===== config.mk =====
export PLATFORM = sky130hd
export DESIGN_NAME = erasable_ram_sequencer
export DESIGN_NICKNAME = d
export VERILOG_FILES = /design/src/rtl/erasable_ram_sequencer.sv
export SDC_FILE = /design/constraint.sdc
export NUM_CORES = 1
export LEC_CHECK = 0
export ABC_CLOCK_PERIOD_IN_PS = 2200
export CAP_MARGIN = 20
export CORE_UTILIZATION = 30
export CTS_CLUSTER_DIAMETER = 200
export CTS_CLUSTER_SIZE = 8
export DETAILED_ROUTE_END_ITERATION = 8
export GPL_ROUTABILITY_DRIVEN = 0
export MAX_ROUTING_LAYER = met4
export PLACE_DENSITY = 0.64
export SETUP_SLACK_MARGIN = 0.15
export SYNTH_ARGS = -nofsm -noshare
export SYNTH_HDL_FRONTEND = slang
export SYNTH_SLANG_ARGS = --single-unit

===== constraint.sdc =====
create_clock -name SIM_CLK -period 2.2 [get_ports SIM_CLK]
set_clock_uncertainty 0.1 [all_clocks]
set_input_delay 0.22 -clock SIM_CLK [delete_from_list [all_inputs] [get_ports SIM_CLK]]
set_output_delay 0.22 -clock SIM_CLK [all_outputs]
set_load 0.02 [all_outputs]

===== src/rtl/erasable_ram_sequencer.sv =====
// Two-requester round-robin sequencer driving an asynchronous SRAM through
// IDLE/SETUP/ACCESS/END phases with fully registered strobes and data.
module erasable_ram_sequencer #(
  parameter int unsigned WAIT_CYC = 2
) (
  input  logic        SIM_CLK,
  input  logic        SIM_RST,
  input  logic        a_req,
  input  logic        a_we,
  input  logic [10:0] a_addr,
  input  logic [15:0] a_wdata,
  input  logic [1:0]  a_be,
  output logic        a_ack,
  input  logic        b_req,
  input  logic        b_we,
  input  logic [10:0] b_addr,
  input  logic [15:0] b_wdata,
  input  logic [1:0]  b_be,
  output logic        b_ack,
  output logic [15:0] rdata,
  output logic        busy,
  output logic        E_,
  output logic        G_,
  output logic        W_,
  output logic        UB_,
  output logic        LB_,
  output logic [10:0] A,
  output logic [15:0] dq_out,
  output logic        dq_oe,
  input  logic [15:0] dq_in
);

  typedef enum logic [1:0] {StIdle, StSetup, StAccess, StEnd} state_e;

  state_e      state;
  logic [3:0]  cnt;
  logic        sel_b;
  logic        we_l;
  logic [1:0]  be_l;
  logic        last_b;
  logic        a_blank;
  logic        b_blank;

  logic        a_elig;
  logic        b_elig;
  logic        grant_a;
  logic        g_we;
  logic [10:0] g_addr;
  logic [15:0] g_wdata;
  logic [1:0]  g_be;

  // A requester is blanked for the IDLE cycle right after its own ack.
  always_comb begin
    a_elig  = a_req & ~a_blank;
    b_elig  = b_req & ~b_blank;
    grant_a = a_elig & (~b_elig | last_b);
    g_we    = grant_a ? a_we    : b_we;
    g_addr  = grant_a ? a_addr  : b_addr;
    g_wdata = grant_a ? a_wdata : b_wdata;
    g_be    = grant_a ? a_be    : b_be;
  end

  always_ff @(posedge SIM_CLK) begin
    if (SIM_RST) begin
      state   <= StIdle;
      cnt     <= 4'd0;
      sel_b   <= 1'b0;
      we_l    <= 1'b0;
      be_l    <= 2'b00;
      last_b  <= 1'b1;
      a_blank <= 1'b0;
      b_blank <= 1'b0;
      a_ack   <= 1'b0;
      b_ack   <= 1'b0;
      rdata   <= 16'd0;
      busy    <= 1'b0;
      E_      <= 1'b1;
      G_      <= 1'b1;
      W_      <= 1'b1;
      UB_     <= 1'b1;
      LB_     <= 1'b1;
      A       <= 11'd0;
      dq_out  <= 16'd0;
      dq_oe   <= 1'b0;
    end else begin
      a_blank <= a_ack;
      b_blank <= b_ack;
      unique case (state)
        StIdle: begin
          if (a_elig || b_elig) begin
            state  <= StSetup;
            busy   <= 1'b1;
            sel_b  <= ~grant_a;
            last_b <= ~grant_a;
            we_l   <= g_we;
            be_l   <= g_be;
            A      <= g_addr;
            E_     <= 1'b0;
            G_     <= 1'b1;
            W_     <= 1'b1;
            if (g_we) begin
              dq_oe  <= 1'b1;
              dq_out <= g_wdata;
              UB_    <= ~g_be[1];
              LB_    <= ~g_be[0];
            end else begin
              dq_oe  <= 1'b0;
              UB_    <= 1'b0;
              LB_    <= 1'b0;
            end
          end
        end
        StSetup: begin
          state <= StAccess;
          cnt   <= 4'd0;
          // A write with no byte enabled never pulses W_.
          if (we_l) W_ <= ~(|be_l);
          else      G_ <= 1'b0;
        end
        StAccess: begin
          if (cnt == 4'(WAIT_CYC - 1)) begin
            state <= StEnd;
            cnt   <= 4'd0;
            G_    <= 1'b1;
            W_    <= 1'b1;
            if (!we_l) rdata <= dq_in;
            if (sel_b) b_ack <= 1'b1;
            else       a_ack <= 1'b1;
          end else begin
            cnt <= cnt + 4'd1;
          end
        end
        StEnd: begin
          state <= StIdle;
          a_ack <= 1'b0;
          b_ack <= 1'b0;
          busy  <= 1'b0;
          E_    <= 1'b1;
          dq_oe <= 1'b0;
          UB_   <= 1'b1;
          LB_   <= 1'b1;
        end
        default: state <= StIdle;
      endcase
    end
  end

endmodule


---- Word-level counts from Yosys, hierarchy flattened ----
Cells that the tools add are included.
W data, S select, Z words.
storage, ports and cells
  register bits after elaboration ......... 65
  bits in latches ......................... 0
  RAM bits ................................ 0
  bits in read-only memories .............. 0
  bits of input ports ..................... 80
  output and inout port bits .............. 52
  word-level logic and storage cells ...... 92
  memories kept ........................... 0
cells by class
  $add $sub $neg .......................... 1
  $mul .................................... 0
  div/mod/pow operators ................... 0
  order comparisons ....................... 0
  eq/ne operators ......................... 10
  shift-type cells ........................ 0
  multiplexer cells ....................... 33
  bitwise logic cells ..................... 12
  reductions and logical operators ........ 16
operators with widths
  operator               count
  $mux W1                16
  $mux W16               1
  $pmux W1 S2            7
  $ne A2 B2 Y1 const B   6
  $reduce_and A3 Y1      4
  $mux W11               1
  $not A1 Y1             8
  $pmux W2 S4            1
  $pmux W4 S2            1
  $reduce_and A4 Y1      2
  $mux W2                3
  $pmux W1 S3            2
  $reduce_and A2 Y1      3
  $reduce_bool A2 Y1     3
  $add A4 B1 Y4 const B  1
  $eq A2 B2 Y1 const B   2
  $eq A4 B1 Y1 const B   1
  $mux W4                1
  $and A1 B1 Y1          3
  $reduce_bool A3 Y1     1
  $eq A2 B1 Y1 const B   1
  $logic_not A2 Y1       1
  $reduce_or A2 Y1       1
  $logic_or A1 B1 Y1     1
  $or A1 B1 Y1           1

---- Longest topological paths before layout ----
Gate-level depths: netlist (run 1).
  word-level depth ........................ 10
  depth in mapped cells ................... 8
  depth with buffers taken out ............ 6

---- Least setup slack after synthesis (run 1) ----
No wires, ideal clock.
  path type ............................... register -> register
  start point ............................. register cnt[0]
  end point ............................... register G_
  setup time .............................. 122 ps
  arrival time ............................ 1638 ps
  data required time ...................... 1978 ps
  path slack .............................. 340 ps
  cell stages (with the launch flop) ...... 6
  path buffers ............................ 0
  clock period less this slack ............ 1860 ps
  cells stage by stage .................... dfxtp_1 -> ha_1 -> or3b_2 -> a32oi_2 -> nand2_1 -> a221o_1
between the ends
  word-level cells in the longest chain between the ends .. 3
ends and longest elaborated chain
  item                         line  source
  from (decl)                  36    logic [3:0] cnt;
  from (signal assigned)       130   cnt <= cnt + 4'd1;
  $eq A4 B1 Y1                 121   if (cnt == 4'(WAIT_CYC - 1)) begin
  $ne A2 B2 Y1 (no line)       --
  $reduce_and A4 Y1 (no line)  --
  to (signal assigned)         99    G_ <= 1'b1;
  to (signal assigned)         118   else G_ <= 1'b0;
  to (signal assigned)         124   G_ <= 1'b1;
  to (decl)                    23    output logic G_,
Every way passes these cells.
A chain may end at the register's enable or synchronous reset.

---- Final worst setup path (run 1) ----
Same ends and word-level chain as after synthesis.

==> metrics.md, run 1 <==
| Metric | Value |
|---|---|
| CTS H-tree lvls | `3` |
| CTS-repair resized insts | `0` |
| Post-Syn Area | `0.00305 sq mm` |
| Clock Latency Late Sink | `0.34 ns` |
| Post-synth EDFFs | `0` |
| TritonCTS Buffers | `9` |
| Leak | `0.00171 uW` |
| Antenna viol nets, final | `0` |
| Slowest cell on crit path | `or3b_2` |
| Clk sinks | `65` |
| Maxcap violations | `0` |
| Cts-stage hold buffer count | `0` |
| Crit path kind | `reg2reg` |
| Cell taking the most area after synthesis | `dfxtp_1` |
| Syn-to-layout area delta | `56.5%` |
| Global-route wire length before repair | `13,800 um` |
| CTS tree | `done` |
| Final core occ | `48.6%` |
| Status | `finished, final reports clean` |
| Routed len/inst | `14.3 um` |
| Post-Synthesis Cells | `348` |
| 1st-iter DRT viols | `90` |
| Final setup violation count | `0` |
| Hold Slack | `0.280 ns` |
| Final Hold Fails | `0` |
| # Post-CTS Setup Buffers | `0` |
| Rows | `36` |
| Worst slew margin | `59.8%` |
| TritonRoute pass-1 iters | `4` |
| Post-synthesis register bit count | `65` |
| Dpl ws | `-0.00515 ns` |
| Vias per cell | `4.87` |
| Worst Path Buf+Inv | `0` |
| Syn nets | `435` |
| Ranking of synthesized cells by area | `dfxtp_1 (43%), nand2_1 (7.8%), nand4b_1 (4.6%)` |
| IO Port Bufs | `131` |
| Initial antenna violation count | `0` |
| Tot GR Track Use | `17.4%` |
| Worst Path Arrival | `2.09 ns` |
| Die height | `103 um` |
| Commonest cells after routing, fill and taps aside | `clkdlybuf4s50_1 (130), dfxtp_1 (65), nand2_1 (63)` |
| CP startpoint kind | `flip-flop` |
| Synth top area share | `42.7%` |
| DRC | `0` |
| Distinct cells, synth | `48` |
| Chip width | `103 um` |
| Max-slew violation count | `0` |
| Via count of the routed design | `2,991` |
| Vias in the first global route | `2,844` |
| Synth warnings | `0` |
| Primary FF master, synth | `dfxtp_1` |
| PnR worst setup slack | `0.229 ns` |
| Grt total ovfl | `0` |
| Nets | `563` |
| Final Critical Period | `1.97 ns` |
| Syn Area/Cell | `8.76 sq um` |
| Routed wire length | `8780 um` |
| Clock Tree Buf Depth | `2` |
| Initial Util | `31.1%` |
| Maximum clock frequency | `507 MHz` |
| CP Max Fanout | `6` |
| Register area share after synthesis | `42.7%` |
| Diodes inserted | `0` |
| Largest net degree at the start of global routing | `31` |
| Share of cells above drive strength 1 | `9.98%` |
| I/O pin count | `132` |
| Core ar. | `0.00982 sq mm` |
| Critical path, cell by cell | `ha_1 > or3b_2 > a32oi_4 > nand2_1 > a221o_1` |
| Crit end category | `flip-flop` |
| Total die area | `0.0106 sq mm` |
| Total power | `4640 uW` |
| Critical Path RT | `2.32 ns` |
| Peak supply drop | `514 uV` |
| Final HPWL from detailed placement | `6170 um` |
| Top Family by Delay on Critical Path | `simple AND/OR/NAND/NOR gates` |
| Leading cell type in the layout, fill and taps excluded | `clkdlybuf4s50_1` |
| Clock root buffer | `clkbuf_8` |
| Asr flop ratio synth | `0%` |
| Hold/Removal Path Class | `in2reg` |
| Post-route clock period utilization | `89.6%` |
| Crit-path max cell delay | `0.51 ns` |
| Cell Pwr Density | `972 mW/mm^2` |
| Clock transition at the registers of the reported paths | `0.07 ns` |
| RSZ-0062 raised after global routing | `false` |
| Worst slew pin tran | `0.602 ns` |
==> cell usage after synthesis (all sizes together) (6+ instances only) <==
cell type  instances
a221oi            16
clkbuf            17
ha                 7
nand2b             6
dfxtp             65
nand2             63
a311oi            14
nand4b            16
buf               12
o31ai             16
nor2              27
a21oi             20
inv               20
==> sequential cells by signal, summed over array words and instances (netlist names), 2 cells and up <==
| register | cells |
|---|---|
| dq_out | 16 |
| rdata | 16 |
| A | 11 |
| cnt | 4 |
| be_l | 2 |
| state | 2 |
==> path summary, 6_finish.rpt <==
kind	from	to	slack, ns	cells after the start
worst min-delay path	SIM_RST	state[1]	0.28	2
worst min register to register	rdata[15]	rdata[15]	0.36	2
worst max-delay path	cnt[0]	G_	0.23	5
worst max register to register	cnt[0]	G_	0.23	5
==> through the flow <==
stage	cells	area [sq um]	setup TNS, ns
floorplan	348	3050	0
global placement	598	4550	0
detailed placement	598	4550	-0.00515
CTS	614	4760	0
global route	614	4770	0
finish	614	4770	0
==> power by group <==
group / internal [uW] / switching [uW]
Sequential: 1440 / 167
Clock: 586 / 457
Combinational: 949 / 1040
==> layer usage <==
layer / GRT usage [%] / wire length (um) / up-vias
met5: - / 0 / -
met4: 6.61 / 141 / 0
met3: 3.32 / 463 / 14
met2: 27.8 / 4060 / 78
met1: 21.7 / 4120 / 1396
li1: - / - / 1503
==> kinds of logic (layout without fill, tap and decap cells) <==
family,after synthesis,in the layout,share of synthesized area [%]
buffers and inverters,50,183,6.98
XOR/XNOR,3,3,0.862
AO/OA/AOI/OAI,85,85,23.7
multiplexers,2,2,0.657
flip-flops,65,65,42.7
adder cells (fa/ha/maj),7,7,2.87
AND/OR/NAND/NOR,136,136,22.2
==> layout make-up <==
type,count,area (sq um)
sequential,65,1300
multi-input combinational,233,1550
clock inverter,4,51.3
tap,133,166
inverter,21,78.8
timing repair buffer,146,1470
fill,966,5050
clock buffer,12,155
No activity file was read; power rests on OpenSTA's default activity.
==> run 2, diff against run 1 <==
ABC_CLOCK_PERIOD_IN_PS = 2100   (was 2200)
PLACE_DENSITY = 0.65   (was 0.64)
clock period = 2.1 ns   (was 2.2 ns; I/O delays follow)
==> metrics.md, run 2 (synthesis results as in run 1) <==
| Metric | Value |
|---|---|
| Status | `finished, final reports clean` |
| Final core occ | `48.8% (+0.22 points)` |
| Antenna viol nets, final | `0 (unchanged)` |
| Worst reg2reg path depth | `6 (+1)` |
| Syn-to-layout area delta | `57.2%` |
| Cell Area, Placed | `0.00456 sq mm (+0.11%)` |
| Hold endpoint | `rdata[1]` |
| Chip width | `103 um (unchanged)` |
| FF-to-FF setup slack | `0.27 ns (+0.04 ns)` |
| CTS tree | `done` |
| CP startpoint kind | `flip-flop` |
| Hold Slack | `0.316 ns (+0.0366 ns)` |
| Diodes inserted | `0 (unchanged)` |
| Post-route non-filler standard cell count | `616 (+0.33%)` |
| Maxcap violations | `0 (unchanged)` |
| Vias per cell | `4.88 (+0.18%)` |
| Final setup violation count | `0 (unchanged)` |
| Clk sinks | `65 (unchanged)` |
| Routed wire length | `8680 um (-1.1%)` |
| Peak supply drop | `437 uV (-15%)` |
| Met3 global-route usage | `3.53% (+0.20 points)` |
| Final Hold Fails | `0 (unchanged)` |
| Clock Latency Late Sink | `0.34 ns (about the same)` |
| Global-route wire length before repair | `13,500 um (-2.0%)` |
| Core ar. | `0.00982 sq mm (unchanged)` |
| Worst slew pin tran | `0.730 ns (+0.128 ns)` |
| Leak | `0.00171 uW (+0.15%)` |
| I/O pin count | `132 (unchanged)` |
| Commonest cells after routing, fill and taps aside | `clkdlybuf4s50_1 (130), dfxtp_1 (64), nand2_1 (63)` |
| TritonCTS Buffers | `9 (unchanged)` |
| Final HPWL from detailed placement | `6260 um (+1.5%)` |
| DRC | `0 (unchanged)` |
| Met1 usage | `19.9% (-1.8 points)` |
| Via count of the routed design | `3,006 (+0.50%)` |
| Routed len/inst | `14.1 um (-1.5%)` |
| Clock transition at the registers of the reported paths | `0.07 ns (about the same)` |
| Critical Path RT | `2.22 ns (-0.10 ns)` |
| Rows | `36 (unchanged)` |
| Leading cell type in the layout, fill and taps excluded | `clkdlybuf4s50_1` |
| Clock Tree Buf Depth | `2 (unchanged)` |
| Crit path kind | `reg2reg` |
| Initial antenna violation count | `0 (unchanged)` |
| Crit end category | `flip-flop` |
| Initial Util | `31.1% (unchanged)` |
| Maximum clock frequency | `546 MHz (+7.5%)` |
| Setup_tns | `0 ns (unchanged)` |
| Max-slew violation count | `0 (unchanged)` |
| Largest net degree at the start of global routing | `39 (+26%)` |
| Largest regs | `dq_out x16, rdata x16, A x11` |
| Clock root buffer | `clkbuf_8` |
| Post-route clock period utilization | `87.3% (-2.3 points)` |
| RSZ-0062 raised after global routing | `true` |
| FF-to-FF Start | `cnt[1]` |
| Nets | `565 (+0.36%)` |
| Grt peak-use layer | `met2` |
| Share of cells above drive strength 1 | `11.4% (+1.4 points)` |
| GR Layer Usage met2 | `29.0% (+1.2 points)` |
| Final Critical Period | `1.83 ns (-0.138 ns)` |
| Cell Pwr Density | `1020 mW/mm^2 (+4.9%)` |
| Vias in the first global route | `2,884 (+1.4%)` |
| Critical R2R Capture | `G_` |
| IO Port Bufs | `131 (unchanged)` |
| Worst slew margin | `51.3% (-8.5 points)` |
| Die height | `103 um (unchanged)` |
| Total die area | `0.0106 sq mm (unchanged)` |
| Hold Startpoint | `dq_in[1]` |
| Hold/Removal Path Class | `in2reg` |
| Worst Path Arrival | `1.96 ns (-0.13 ns)` |
| 1st-iter DRT viols | `112 (+24%)` |
| CP Max Fanout | `6 (unchanged)` |
| CTS H-tree lvls | `3 (unchanged)` |
| WHS Path Cells | `3 (+1)` |
| Inst Count DP | `600 (+0.33%)` |
| TritonRoute pass-1 iters | `4 (unchanged)` |
| Cts-stage hold buffer count | `0 (unchanged)` |
| Grt total ovfl | `0 (unchanged)` |
| Finished Cell Area | `0.00479 sq mm (+0.45%)` |
| Tot GR Track Use | `17.0% (-0.42 points)` |
run 2: cell types whose count changed in the layout (fill, tap and decap cells not counted), sizes merged:
cell,previous run,this run
clkinv,3,4
clkinvlp,1,2
clkbuf,12,10
buf,16,18
run 2: final cells by class:
cell class	count	area (sq um)
clock buffers	10	138
clock inverters	6	67.6
fillers	978	5030
inverters	21	78.8
multi-input cells	233	1570
flip-flops and latches	65	1300
well taps	133	166
repair buffers	148	1480
run 2: how the worst max path moves through the flow:
| stage | from | to | slack (ns) | cells past startpoint |
|---|---|---|---|---|
| floorplan | cnt[0] | G_ | 0.24 | 5 |
| global placement | b_req | UB_ | -0.01 | 6 |
| detailed placement | b_req | UB_ | -0.02 | 6 |
| CTS | state[0] | A[10] | 0.17 | 6 |
| global route | state[0] | dq_oe | 0.15 | 5 |
| finish | cnt[1] | G_ | 0.27 | 6 |
run 2: critical path, cell delays in order, from the launching register on:
cell     delay [ns]
dfxtp_1        0.33
inv_1          0.06
ha_1           0.17
or3b_4         0.42
a32oi_4        0.26
nand2_1        0.08
a221o_1        0.30
run 2: repair_timing:
item	4_1_cts	5_1_grt
setup endpoints to repair	3	40
pin swaps	1	1
gates resized for setup	3	4
setup buffers	0	0
run 2: where the power goes:
part           internal [uW]  switching [uW]  total, uW
registers               1510             172       1680
clock network            582             501       1080
logic                   1030            1100       2130
run 2: per-layer routing:
metal  routed length, um  vias to the layer above
met1                3870                     1391
met3                 487                       10
met2                4230                      102
met5                   0                        -
met4                  93                        0
li1                    -                     1503
run 2: stage by stage:
step | total power [uW] | setup slack [ns]
floorplan | 2920 | 0.240
global placement | 3740 | -0.0109
detailed placement | 3770 | -0.0193
CTS | 4900 | 0.172
global route | 5200 | 0.149
finish | 4890 | 0.267
